--- src/rtl/irrig_cmd_encoder.sv ---
// Operator key front end for the irrigation timer: debounces three
// active-low pushbuttons, encodes presses into 2-bit commands, offers them
// to the controller over a valid/ack handshake and shows the pending or
// last-accepted command on a 7-segment digit.
module irrig_cmd_encoder #(
  parameter int DEBOUNCE_CYCLES = 500000,
  parameter int ACK_TIMEOUT     = 50000000,
  parameter int DB_W            = 19,
  parameter int TO_W            = 26
) (
  input  logic       clk_50mhz,
  input  logic       rst_50mhz,
  input  logic [2:0] KEY,
  output logic [1:0] cmd,
  output logic       cmd_valid,
  input  logic       cmd_ack,
  output logic       err,
  output logic [0:6] HEX0
);

  localparam logic [DB_W-1:0] DB_LAST = DB_W'(DEBOUNCE_CYCLES - 1);
  localparam logic [TO_W-1:0] TO_LAST = TO_W'(ACK_TIMEOUT - 1);

  localparam logic [1:0] CMD_NONE  = 2'b00;
  localparam logic [1:0] CMD_S30   = 2'b10;
  localparam logic [1:0] CMD_S60   = 2'b11;
  localparam logic [1:0] CMD_STOP  = 2'b01;

  // Active-low segments, HEX0[0] = a ... HEX0[6] = g.
  localparam logic [0:6] SEG_DASH  = 7'b1111110;
  localparam logic [0:6] SEG_3     = 7'b0000110;
  localparam logic [0:6] SEG_6     = 7'b0100000;
  localparam logic [0:6] SEG_0     = 7'b0000001;
  localparam logic [0:6] SEG_E     = 7'b0110000;

  typedef enum logic {IDLE, SEND} state_t;

  // One-cycle press pulses, one bit per key (1 = released->pressed).
  logic [2:0] press;

  genvar gi;
  generate
    for (gi = 0; gi < 3; gi++) begin : g_key
      logic            sync1_reg;
      logic            sync2_reg;
      logic            level_reg;  // debounced level, 1 = pressed
      logic            press_reg;
      logic [DB_W-1:0] cnt_reg;

      // Synchronize the raw key, then accept a level change only after it
      // has been stable for DEBOUNCE_CYCLES consecutive cycles.
      always_ff @(posedge clk_50mhz) begin
        if (rst_50mhz) begin
          sync1_reg <= 1'b0;
          sync2_reg <= 1'b0;
          level_reg <= 1'b0;
          press_reg <= 1'b0;
          cnt_reg   <= '0;
        end else begin
          sync1_reg <= ~KEY[gi];
          sync2_reg <= sync1_reg;
          press_reg <= 1'b0;
          if (sync2_reg == level_reg) begin
            cnt_reg <= '0;
          end else if (cnt_reg == DB_LAST) begin
            level_reg <= sync2_reg;
            cnt_reg   <= '0;
            press_reg <= sync2_reg;  // release edges produce no pulse
          end else begin
            cnt_reg <= cnt_reg + 1'b1;
          end
        end
      end

      assign press[gi] = press_reg;
    end
  endgenerate

  function automatic logic [0:6] seg_of(input logic [1:0] c);
    case (c)
      CMD_S30:  seg_of = SEG_3;
      CMD_S60:  seg_of = SEG_6;
      CMD_STOP: seg_of = SEG_0;
      default:  seg_of = SEG_DASH;
    endcase
  endfunction

  state_t          state_reg, state_next;
  logic [1:0]      cmd_reg, cmd_next;
  logic [1:0]      last_reg, last_next;
  logic [TO_W-1:0] to_cnt_reg, to_cnt_next;
  logic            err_reg, err_next;
  logic            stop_pend_reg, stop_pend_next;
  logic [0:6]      hex_reg, hex_next;
  logic [1:0]      press_cmd;
  logic            any_press;
  logic            stop_override;

  // Encode simultaneous presses with STOP > START60 > START30.
  always_comb begin
    press_cmd = CMD_NONE;
    if (press[2])      press_cmd = CMD_STOP;
    else if (press[1]) press_cmd = CMD_S60;
    else if (press[0]) press_cmd = CMD_S30;
  end

  assign any_press     = |press;
  assign stop_override = press[2] && (cmd_reg != CMD_STOP);

  // Handshake FSM: next state, command, timeout, error and last-accepted.
  always_comb begin
    state_next     = state_reg;
    cmd_next       = cmd_reg;
    last_next      = last_reg;
    to_cnt_next    = to_cnt_reg;
    err_next       = err_reg;
    stop_pend_next = stop_pend_reg;
    if (state_reg == IDLE) begin
      cmd_next = CMD_NONE;
      if (stop_pend_reg || any_press) begin
        state_next     = SEND;
        cmd_next       = stop_pend_reg ? CMD_STOP : press_cmd;
        to_cnt_next    = '0;
        stop_pend_next = 1'b0;
      end
    end else begin
      if (cmd_ack) begin
        // The ack completes the offered command; a STOP arriving in the
        // same cycle is reissued from IDLE right afterwards.
        state_next     = IDLE;
        cmd_next       = CMD_NONE;
        err_next       = 1'b0;
        last_next      = cmd_reg;
        to_cnt_next    = '0;
        stop_pend_next = stop_override;
      end else if (to_cnt_reg == TO_LAST) begin
        state_next  = IDLE;
        cmd_next    = CMD_NONE;
        err_next    = 1'b1;
        to_cnt_next = '0;
      end else if (stop_override) begin
        cmd_next    = CMD_STOP;
        to_cnt_next = '0;
      end else begin
        to_cnt_next = to_cnt_reg + 1'b1;
      end
    end
  end

  // Display source: pending command in SEND, else error or last-accepted.
  always_comb begin
    hex_next = seg_of(last_reg);
    if (state_reg == SEND) hex_next = seg_of(cmd_reg);
    else if (err_reg)      hex_next = SEG_E;
  end

  // State and output registers.
  always_ff @(posedge clk_50mhz) begin
    if (rst_50mhz) begin
      state_reg     <= IDLE;
      cmd_reg       <= CMD_NONE;
      last_reg      <= CMD_NONE;
      to_cnt_reg    <= '0;
      err_reg       <= 1'b0;
      stop_pend_reg <= 1'b0;
      hex_reg       <= SEG_DASH;
    end else begin
      state_reg     <= state_next;
      cmd_reg       <= cmd_next;
      last_reg      <= last_next;
      to_cnt_reg    <= to_cnt_next;
      err_reg       <= err_next;
      stop_pend_reg <= stop_pend_next;
      hex_reg       <= hex_next;
    end
  end

  assign cmd       = cmd_reg;
  assign cmd_valid = (state_reg == SEND);
  assign err       = err_reg;
  assign HEX0      = hex_reg;

endmodule
--- config.mk ---
export PLATFORM = sky130hd
export DESIGN_NAME = irrig_cmd_encoder
export DESIGN_NICKNAME = d
export VERILOG_FILES = /design/src/rtl/irrig_cmd_encoder.sv
export SDC_FILE = /design/constraint.sdc
export NUM_CORES = 1
export LEC_CHECK = 0
export CAP_MARGIN = 20
export CORE_AREA = 2 2 129 131
export DETAILED_ROUTE_END_ITERATION = 16
export DIE_AREA = 0 0 131 133
export DONT_BUFFER_PORTS = 1
export PLACE_DENSITY = 0.5
export SKIP_LAST_GASP = 1
export SYNTH_ARGS = -nofsm -noshare
export SYNTH_HDL_FRONTEND = slang
export SYNTH_SLANG_ARGS = --single-unit
--- constraint.sdc ---
create_clock -name clk_50mhz -period 3.81 [get_ports clk_50mhz]
set_input_delay 0.1905 -clock clk_50mhz [delete_from_list [all_inputs] [get_ports clk_50mhz]]
set_output_delay 0.1905 -clock clk_50mhz [all_outputs]
set_load 0.03 [all_outputs]
==> results of run 1 <==
[worst reg2reg max path: stages, from the launching register on]
cell and delay (ps):
dfxtp_1 380, ha_1 230, nand2_1 70, or3_4 390
o31ai_4 270, o31a_2 530, nor2_1 110
[kinds of logic after synthesis]
group                    after synthesis
AND/OR/NAND/NOR                      281
adder cells (fa/ha/maj)               10
AO/OA/AOI/OAI                         20
buffers and inverters                 35
multiplexers                           4
XOR/XNOR                              79
flip-flops                           107
[synth_stat cells (3+ instances only)]
library cell | count | area [sq um]
and4_1 | 6 | 52.6
a21oi_1 | 6 | 30.0
nor4b_1 | 5 | 43.8
buf_4 | 3 | 22.5
clkbuf_1 | 3 | 11.3
mux2i_1 | 4 | 40.0
nor3_1 | 23 | 115
nor3b_1 | 9 | 67.6
nand4_1 | 17 | 106
nand2_1 | 34 | 128
inv_1 | 19 | 71.3
or3_1 | 4 | 25.0
xnor2_1 | 52 | 455
o21ai_0 | 5 | 25.0
buf_2 | 7 | 35.0
nor2b_1 | 6 | 37.5
nand3_1 | 32 | 160
and3_1 | 9 | 56.3
xor2_1 | 27 | 236
ha_1 | 10 | 125
nor4_1 | 11 | 68.8
nor2_1 | 113 | 424
dfxtp_1 | 107 | 2140
[stage by stage]
stage	setup WS (ps)	power (uW)	hold slack [ps]	utilization [%]	cell area, sq um
after CTS	1680	2190	1.98	32.8	5300
after detailed placement	1680	1170	259	30.2	4890
after global routing	1490	2230	9.29	32.8	5300
after floorplan	1990	1170	257	-	4730
final	1700	2160	14.8	32.8	5300
after global placement	1770	1170	259	30.2	4890
[layer usage]
layer,vias to the layer above,part of all wire (%),global-route usage (%)
met4,0,1.9,4.43
met2,31,45,17.5
met1,1695,51,14.2
met3,13,2.9,2.26
met5,-,0,0
li1,1804,-,-
[worst paths after layout]
kind | from | to | slack [ps] | cells after the start
worst min register to register | g_key[0].sync1_reg | g_key[0].sync2_reg | 440 | 1
worst max register to register | to_cnt_reg[0] | to_cnt_reg[10] | 1700 | 6
worst min-delay path | cmd_ack | last_reg[1] | 10 | 2
worst max-delay path | to_cnt_reg[0] | to_cnt_reg[10] | 1700 | 6
[final cells by class]
| class | count | share of cell area [%] |
|---|---|---|
| flip-flops and latches | 107 | 40.4 |
| clock inverters | 6 | 1.65 |
| inverters | 19 | 1.35 |
| well taps | 220 | 5.20 |
| multi-input cells | 394 | 45.2 |
| clock buffers | 10 | 4.51 |
| repair buffers | 9 | 1.65 |
[power breakdown]
group	total, uW	switching [uW]	internal, uW
clock	1010	416	595
sequential	1120	2.17	1120
combinational	25.2	15.3	9.86
==> impl_metrics.env, run 1 <==
export IMPL_synthDistinctLibCells=44
export IMPL_critPathLaunchType="register"
export IMPL_grt_pass1_vias=3400
export IMPL_maxSlewViolCount=0
export IMPL_synth_simple_area_share_pct=29.3
export IMPL_core_area_sq_mm=0.0162
export IMPL_cts_made_buffers=9
export IMPL_synth_area_mux_share_pct=0.847
export IMPL_min_period_ps=2110
export IMPL_vdd_drop_max_mv=0.255
export IMPL_drtPass1Iterations=4
export IMPL_final_common_cell="nor2_1"
export IMPL_drt_iter0_drc=157
export IMPL_cts_tree="yes"
export IMPL_htreeDepth=3
export IMPL_grt_max_degree=27
export IMPL_yosys_warnings=0
export IMPL_hp_class="input port to register"
export IMPL_ios=17
export IMPL_fillers=1673
export IMPL_nNetsFinal=556
export IMPL_rows=47
export IMPL_rsz0062_at_grt="no"
export IMPL_multi_input_area_sq_mm=0.00239
export IMPL_die_x_um=131
export IMPL_crit_buf_inv=0
export IMPL_globalplace_congestion=0.792
export IMPL_drc=0
export IMPL_clockBufferDepth=2
export IMPL_worstPathRequired_ps=4030
export IMPL_leakage_uw=0.00163
export IMPL_grt_pass1_wl_mm=15.5
export IMPL_fin_setup_tns_ps=0
export IMPL_max_stage_delay_ps=530
export IMPL_cts_resized_gates=0
export IMPL_synth_compound_area_share_pct=3.18
export IMPL_cp_slowest_cell="o31a_2"
export IMPL_antenna_cells=0
export IMPL_critPathMaxFanout=26
export IMPL_wl_per_cell_um=11.4
export IMPL_min_period_over_period_pct=55.5
export IMPL_wirelength_mm=8.74
export IMPL_postSynthAreaPerCell_sq_um=8.82
export IMPL_fin_worst_skew_ps=4.47
export IMPL_antenna_found_initial=0
export IMPL_netlist_area_sq_mm=0.00473
export IMPL_max_cap_violations=0
export IMPL_port_buffers=0
export IMPL_setup_viol=0
export IMPL_synth_top_family_by_area="simple AND/OR/NAND/NOR gates"
export IMPL_seq_area_frac_synth_pct=45.3
export IMPL_crit_path_cell_trace="ha_1, nand2_1, or3_4, o31ai_4, o31a_2, nor2_1"
export IMPL_hpwl_mm=5.97
export IMPL_die_h_um=133
export IMPL_root_buffer="clkbuf_16"
export IMPL_p_per_area_mw_per_mm2=408
export IMPL_synthCells=536
export IMPL_grt_overflow=0
export IMPL_final_cell_mix="nor2_1 (113), dfxtp_1 (107), xnor2_1 (52), nand2_1 (34), nand3_1 (32)"
export IMPL_synthesis_nets=552
export IMPL_placed_cells=741
export IMPL_stdcell_count=765
export IMPL_clk_latency_ps=350
export IMPL_fmax_mhz=473
export IMPL_critPathKind="register to register"
export IMPL_path_clk_slew_ps=70
export IMPL_largest_register_ffs=57
export IMPL_track_usage_pct=10.9
export IMPL_end_kind="register"
export IMPL_viasPerCell=4.63
export IMPL_synth_seq_cells=107
export IMPL_area_growth_pct=12.0
export IMPL_arrival_ps=2330
export IMPL_clkSinkCount=107
export IMPL_synthXorXnorAreaFrac_pct=14.6
export IMPL_ant_nets=0
export IMPL_max_slew_worst_pin_slew_ps=682
export IMPL_synth_fa_ha_area_share_pct=2.65
export IMPL_final_seq_area_sq_mm=0.00214
export IMPL_cp_top_family="compound AO/OA/AOI/OAI gates"
export IMPL_vias=3543
export IMPL_async_flop_share_pct=0
export IMPL_drive_gt1_share_pct=4.95
export IMPL_floorplan_initialDensity_pct=29.2
export IMPL_hold_viol_final=0
export IMPL_cts_setup_buffers=0
export IMPL_synth_enable_flop_cells=0
export IMPL_die_area_sq_mm=0.0174
export IMPL_ys_flop_type="dfxtp_1"
export IMPL_cts_hold_buf=8
export IMPL_outcome="finished clean"
export IMPL_slew_headroom_pct=54.2
Power figures use the tool's default switching activity.
==> inputs of run 2 (changes only) <==
PLACE_DENSITY = 0.52   (was 0.5)
clock period = 1.9 ns   (was 3.81 ns; I/O delays follow)
==> run 2 against run 1 <==
Register-to-register slack got worse by 1600 ps. Flip-flop and latch count stayed put. Utilization increased by 1.0 points. Largest power group unchanged.
==> impl_metrics.env, run 2 (same netlist as run 1, synthesis figures left out) <==
export IMPL_p_per_area_mw_per_mm2=764
export IMPL_cp_slowest_cell="or3_4"
export IMPL_setup_viol=0
export IMPL_stdcell_area_sq_mm=0.00546
export IMPL_critPathMaxFanout=26
export IMPL_clkSinkCount=107
export IMPL_hp_class="input port to register"
export IMPL_cts_tree="yes"
export IMPL_antenna_cells=0
export IMPL_track_usage_pct=11.1
export IMPL_ff2ff_path_depth=7
export IMPL_min_period_ps=1800
export IMPL_critPathKind="register to register"
export IMPL_path_clk_slew_ps=70
export IMPL_drc=0
export IMPL_antenna_found_initial=0
export IMPL_core_area_sq_mm=0.0162
export IMPL_fin_worst_skew_ps=9.50
export IMPL_max_slew_worst_pin_slew_ps=731
export IMPL_vias=3551
export IMPL_placed_cells=760
export IMPL_die_h_um=133
export IMPL_largest_register_ffs=57
export IMPL_drt_iter0_drc=152
export IMPL_drive_gt1_share_pct=8.69
export IMPL_leakage_uw=0.00172
export IMPL_clockBufferDepth=2
export IMPL_viasPerCell=4.53
export IMPL_intPower_uw=3320
export IMPL_max_cap_violations=0
export IMPL_fmax_mhz=556
export IMPL_clkPwrFrac_pct=44.4
export IMPL_rsz0062_at_grt="no"
export IMPL_slew_headroom_pct=51.1
export IMPL_outcome="finished clean"
export IMPL_hpwl_mm=6.19
export IMPL_cts_made_buffers=9
export IMPL_ios=17
export IMPL_worstPathRequired_ps=2130
export IMPL_final_common_cell="nor2_1"
export IMPL_timing_hold_ws_ps=66.7
export IMPL_seq_power_share_pct=54.0
export IMPL_switchingPower_uw=847
export IMPL_clk_latency_ps=350
export IMPL_rows=47
export IMPL_min_period_over_period_pct=94.6
export IMPL_dpl_cell_area_sq_mm=0.00507
export IMPL_floorplan_initialDensity_pct=29.2
export IMPL_wl_per_cell_um=11.4
export IMPL_htreeDepth=3
export IMPL_die_x_um=131
export IMPL_vdd_drop_max_mv=0.386
export IMPL_wirelength_mm=8.92
export IMPL_grt_pass1_vias=3413
export IMPL_grt_overflow=0
export IMPL_fin_setup_tns_ps=0
export IMPL_grt_pass1_wl_mm=15.7
export IMPL_p_sw_share_pct=20.3
export IMPL_arrival_ps=2030
export IMPL_hold_viol_final=0
export IMPL_drtPass1Iterations=5
export IMPL_stdcell_count=784
export IMPL_hold_depth=4
export IMPL_root_buffer="clkbuf_16"
export IMPL_ant_nets=0
export IMPL_maxSlewViolCount=0
export IMPL_critPathLaunchType="register"
export IMPL_final_cell_mix="nor2_1 (113), dfxtp_1 (106), xnor2_1 (52), nand2_1 (34), nand3_1 (32)"
export IMPL_area_growth_pct=15.5
export IMPL_globalplace_congestion=0.754
export IMPL_crit_path_cell_trace="ha_2, nand2_1, or3_4, o31ai_4, o31a_2, buf_12, nor2_1"
export IMPL_nNetsFinal=576
export IMPL_port_buffers=0
export IMPL_die_area_sq_mm=0.0174
export IMPL_end_kind="register"
export IMPL_max_stage_delay_ps=390
export IMPL_combPwrFrac_pct=1.5
export IMPL_grt_max_degree=27
run 2: what timing repair did:
action / in CTS / in global routing
hold buffers: 8 / 0
setup endpoints to repair: 0 / 27
gates resized for setup: 0 / 3
setup buffers: 0 / 1
hold endpoints to repair: 24 / 0
run 2: per-stage QoR:
step	utilization [%]	total power [uW]	worst slack, ps
after global routing	33.8	4340	2.61
after floorplan	-	2350	77.4
after CTS	33.7	4250	73.4
after detailed placement	31.4	2350	96.3
after global placement	31.4	2350	173
final	33.8	4170	103
run 2: area by class of cell:
| class | instances | area [sq um] |
|---|---|---|
| clock buffers | 10 | 239 |
| clock inverters | 5 | 53.8 |
| fillers | 1681 | 10700 |
| inverters | 19 | 71.3 |
| multi-input cells | 394 | 2400 |
| flip-flops and latches | 107 | 2140 |
| well taps | 220 | 275 |
| repair buffers | 29 | 275 |
run 2: final timing paths:
check / endpoint / startpoint / slack (ps)
min reg2reg: g_key[0].sync2_reg / g_key[0].sync1_reg / 440
min: cmd_valid / cmd_ack / 70
max: to_cnt_reg[21] / to_cnt_reg[1] / 100
max reg2reg: to_cnt_reg[21] / to_cnt_reg[1] / 100
run 2: power groups by stage:
stage | clock [uW] | combinational (uW) | sequential [uW]
after floorplan | 0 | 44.0 | 2300
after global placement | 0 | 43.5 | 2310
after detailed placement | 0 | 44.8 | 2310
after CTS | 1930 | 65.5 | 2250
after global routing | 2020 | 71.1 | 2250
final | 1850 | 64.2 | 2250
run 2: metal layers:
layer | GRT usage, % | share of wire [%] | up-vias
li1 | - | - | 1848
met1 | 14.4 | 50 | 1658
met2 | 17.6 | 45 | 34
met3 | 3.52 | 3.4 | 11
met4 | 3.72 | 1.5 | 0
met5 | 0 | 0 | -
run 2: worst max-delay path: cells and delay by family, from the launching register on:
family	cells	cell delay [ps]
buffers and inverters	1	170
AND/OR/NAND/NOR	3	500
AO/OA/AOI/OAI	2	450
adder cells (fa/ha/maj)	1	200
flip-flops	1	360
==> inputs of run 3 (changes only) <==
ABC_AREA = 1   (was not set)
CORE_AREA = 2 2 135 137   (was 2 2 129 131)
DIE_AREA = 0 0 137 139   (was 0 0 131 133)
==> run 3 against run 2 <==
Wire length increased by 18%. Via count increased by 21%. Worst hold slack got worse by 37 ps. Non-clock buffer count decreased by 10. Sequential power about the same. Fmax increased by 8.5%. First-iteration DRC count increased by 77%. Clock skew decreased by 0.70 ps.
==> impl_metrics.env, run 3 <==
export IMPL_netlist_top_cells_area="dfxtp_1 (41%), nand2_1 (10%), nor2_1 (9.6%)"
export IMPL_synthDistinctLibCells=36
export IMPL_min_period_over_period_pct=87.2
export IMPL_final_cell_mix="nand2_1 (141), nor2_1 (134), dfxtp_1 (107), inv_1 (99), nand3_1 (39)"
export IMPL_seq_area_frac_synth_pct=41.1
export IMPL_fin_setup_tns_ps=0
export IMPL_cts_setup_buffers=0
export IMPL_dpl_cell_area_sq_mm=0.00551
export IMPL_ys_flop_type="dfxtp_1"
export IMPL_synthCells=730
export IMPL_root_buffer="clkbuf_16"
export IMPL_yosysTopAreaCellShare_pct=41.1
export IMPL_clkSinkCount=107
export IMPL_fin_worst_skew_ps=8.80
export IMPL_nNetsFinal=765
export IMPL_critPathMaxFanout=8
export IMPL_synth_enable_flop_cells=0
export IMPL_placed_cells=959
export IMPL_drtPass1Iterations=4
export IMPL_wirelength_mm=10.6
export IMPL_critPathLaunch="g_key[2].cnt_reg[0]"
export IMPL_final_common_cell="nand2_1"
export IMPL_worstPathRequired_ps=2150
export IMPL_grt_pass1_wl_mm=18.9
export IMPL_floorplan_initialDensity_pct=29.5
export IMPL_met3_usage_pct=4.02
export IMPL_ios=17
export IMPL_critPathKind="register to register"
export IMPL_stdcell_count=983
export IMPL_grt_pass1_vias=4269
export IMPL_drive_gt1_share_pct=8.09
export IMPL_r2r_start="g_key[2].cnt_reg[0]"
export IMPL_hp_start="rst_50mhz"
export IMPL_hold_depth=3
export IMPL_grt_overflow=0
export IMPL_maxSlewViolCount=0
export IMPL_ant_nets=0
export IMPL_viasPerCell=4.38
export IMPL_end_kind="register"
export IMPL_cp_slowest_cell="dfxtp_1"
export IMPL_wl_per_cell_um=10.7
export IMPL_hold_viol_final=0
export IMPL_leakage_uw=0.00222
export IMPL_core_area_sq_mm=0.0177
export IMPL_min_period_ps=1660
export IMPL_antenna_found_initial=0
export IMPL_htreeDepth=3
export IMPL_min_to="HEX0[1]"
export IMPL_rsz0062_at_grt="no"
export IMPL_grtUsageMet1_pct=15.3
export IMPL_max_slew_worst_pin_slew_ps=597
export IMPL_die_x_um=137
export IMPL_fillers=1917
export IMPL_path_clk_slew_ps=70
export IMPL_setup_viol=0
export IMPL_die_h_um=139
export IMPL_crit_path_cell_trace="ha_1, nand2_1, inv_1, nand2_1, nor3_2, nand2_1, nand2_2, buf_4, a21oi_1"
export IMPL_arrival_ps=1910
export IMPL_globalplace_congestion=0.818
export IMPL_max_cap_violations=0
export IMPL_grt_busiest_layer="met2"
export IMPL_vdd_drop_max_mv=0.475
export IMPL_grtUsageMet2_pct=20.0
export IMPL_slew_headroom_pct=60.0
export IMPL_r2r_end="g_key[2].cnt_reg[18]"
export IMPL_synth_seq_cells=107
export IMPL_hpwl_mm=7.83
export IMPL_yosys_warnings=0
export IMPL_crit_top_cell="nand2_1"
export IMPL_track_usage_pct=12.1
export IMPL_yosys_area_top_type="dfxtp_1"
export IMPL_p_per_area_mw_per_mm2=737
export IMPL_fmax_mhz=604
export IMPL_critPathLaunchType="register"
export IMPL_cts_tree="yes"
export IMPL_synth_most_common_cell="nand2_1"
export IMPL_stdcell_area_sq_mm=0.00593
export IMPL_rows=49
export IMPL_clk_latency_ps=360
export IMPL_area_growth_pct=13.6
export IMPL_async_flop_share_pct=0
export IMPL_drc=0
export IMPL_hp_class="input port to register"
export IMPL_postSynthAreaPerCell_sq_um=7.15
export IMPL_ff2ff_path_depth=9
export IMPL_die_area_sq_mm=0.0190
export IMPL_port_buffers=0
export IMPL_antenna_cells=0
export IMPL_cts_made_buffers=9
export IMPL_ff2ff_setup_slack_ps=240
export IMPL_max_stage_delay_ps=390
export IMPL_clockBufferDepth=2
export IMPL_synthTopCellsByCount="nand2_1 (141), nor2_1 (134), dfxtp_1 (107)"
export IMPL_netlist_area_sq_mm=0.00522
export IMPL_vias=4309
export IMPL_largest_register_ffs=57
export IMPL_outcome="finished clean"
export IMPL_drt_iter0_drc=269
export IMPL_grt_max_degree=27
export IMPL_synthesis_nets=746
[run 3: how the worst max path moves through the flow]
| stage | slack (ps) | to | cells after the start |
|---|---|---|---|
| finish | 240 | g_key[2].cnt_reg[18] | 9 |
| global route | 20 | g_key[1].cnt_reg[16] | 9 |
| CTS | 170 | to_cnt_reg[25] | 10 |
| detailed placement | 190 | to_cnt_reg[22] | 10 |
| global placement | 250 | to_cnt_reg[22] | 10 |
| floorplan | 370 | to_cnt_reg[19] | 9 |
[run 3: repair_timing]
| action | in CTS | in global routing |
|---|---|---|
| gates resized for setup | 0 | 1 |
| hold buffers | 8 | 0 |
| endpoints found under the setup margin | 0 | 25 |
| hold endpoints to repair | 23 | 0 |
[run 3: report_power, final]
part           switching [uW]  internal, uW
Clock                     852          1200
Sequential               4.88          2250
Combinational            39.7          25.4
[run 3: cells by family (layout without fill, tap and decap cells)]
family	count (synthesis)	in the layout	synth area share, %
XOR/XNOR	30	30	5.04
adder cells (fa/ha/maj)	10	10	2.40
AO/OA/AOI/OAI	52	52	5.25
buffers and inverters	113	137	8.99
multiplexers	1	1	0.192
flip-flops	107	107	41.1
AND/OR/NAND/NOR	417	417	37.1
[run 3: worst max-delay path: cells and delay by family (launching register included)]
family	cells	cell delay (ps)
adder cells (fa/ha/maj)	1	250
flip-flops	1	390
AO/OA/AOI/OAI	1	50
AND/OR/NAND/NOR	5	590
buffers and inverters	2	250
[run 3: layout make-up]
cell class,instances,area [sq um],area share (%)
inverters,102,383,6.46
flip-flops and latches,107,2140,36.1
multi-input cells,510,2610,44.1
repair buffers,19,175,2.96
clock inverters,5,82.6,1.39
clock buffers,11,243,4.10
well taps,229,287,4.84
[run 3: metal layers]
layer / up-vias / part of all wire [%]
met5: - / 0
met4: 0 / 0.88
met3: 10 / 3.4
met2: 44 / 45
met1: 1888 / 51
li1: 2367 / -
[run 3: stage by stage]
step	total power, uW	worst slack (ps)	hold slack, ps	util (%)
after floorplan	2350	368	162	-
after global placement	2350	253	164	31.2
after detailed placement	2350	193	168	31.2
after CTS	4440	168	31.7	33.5
after global routing	4540	24.8	55.6	33.6
final	4370	243	30.0	33.6
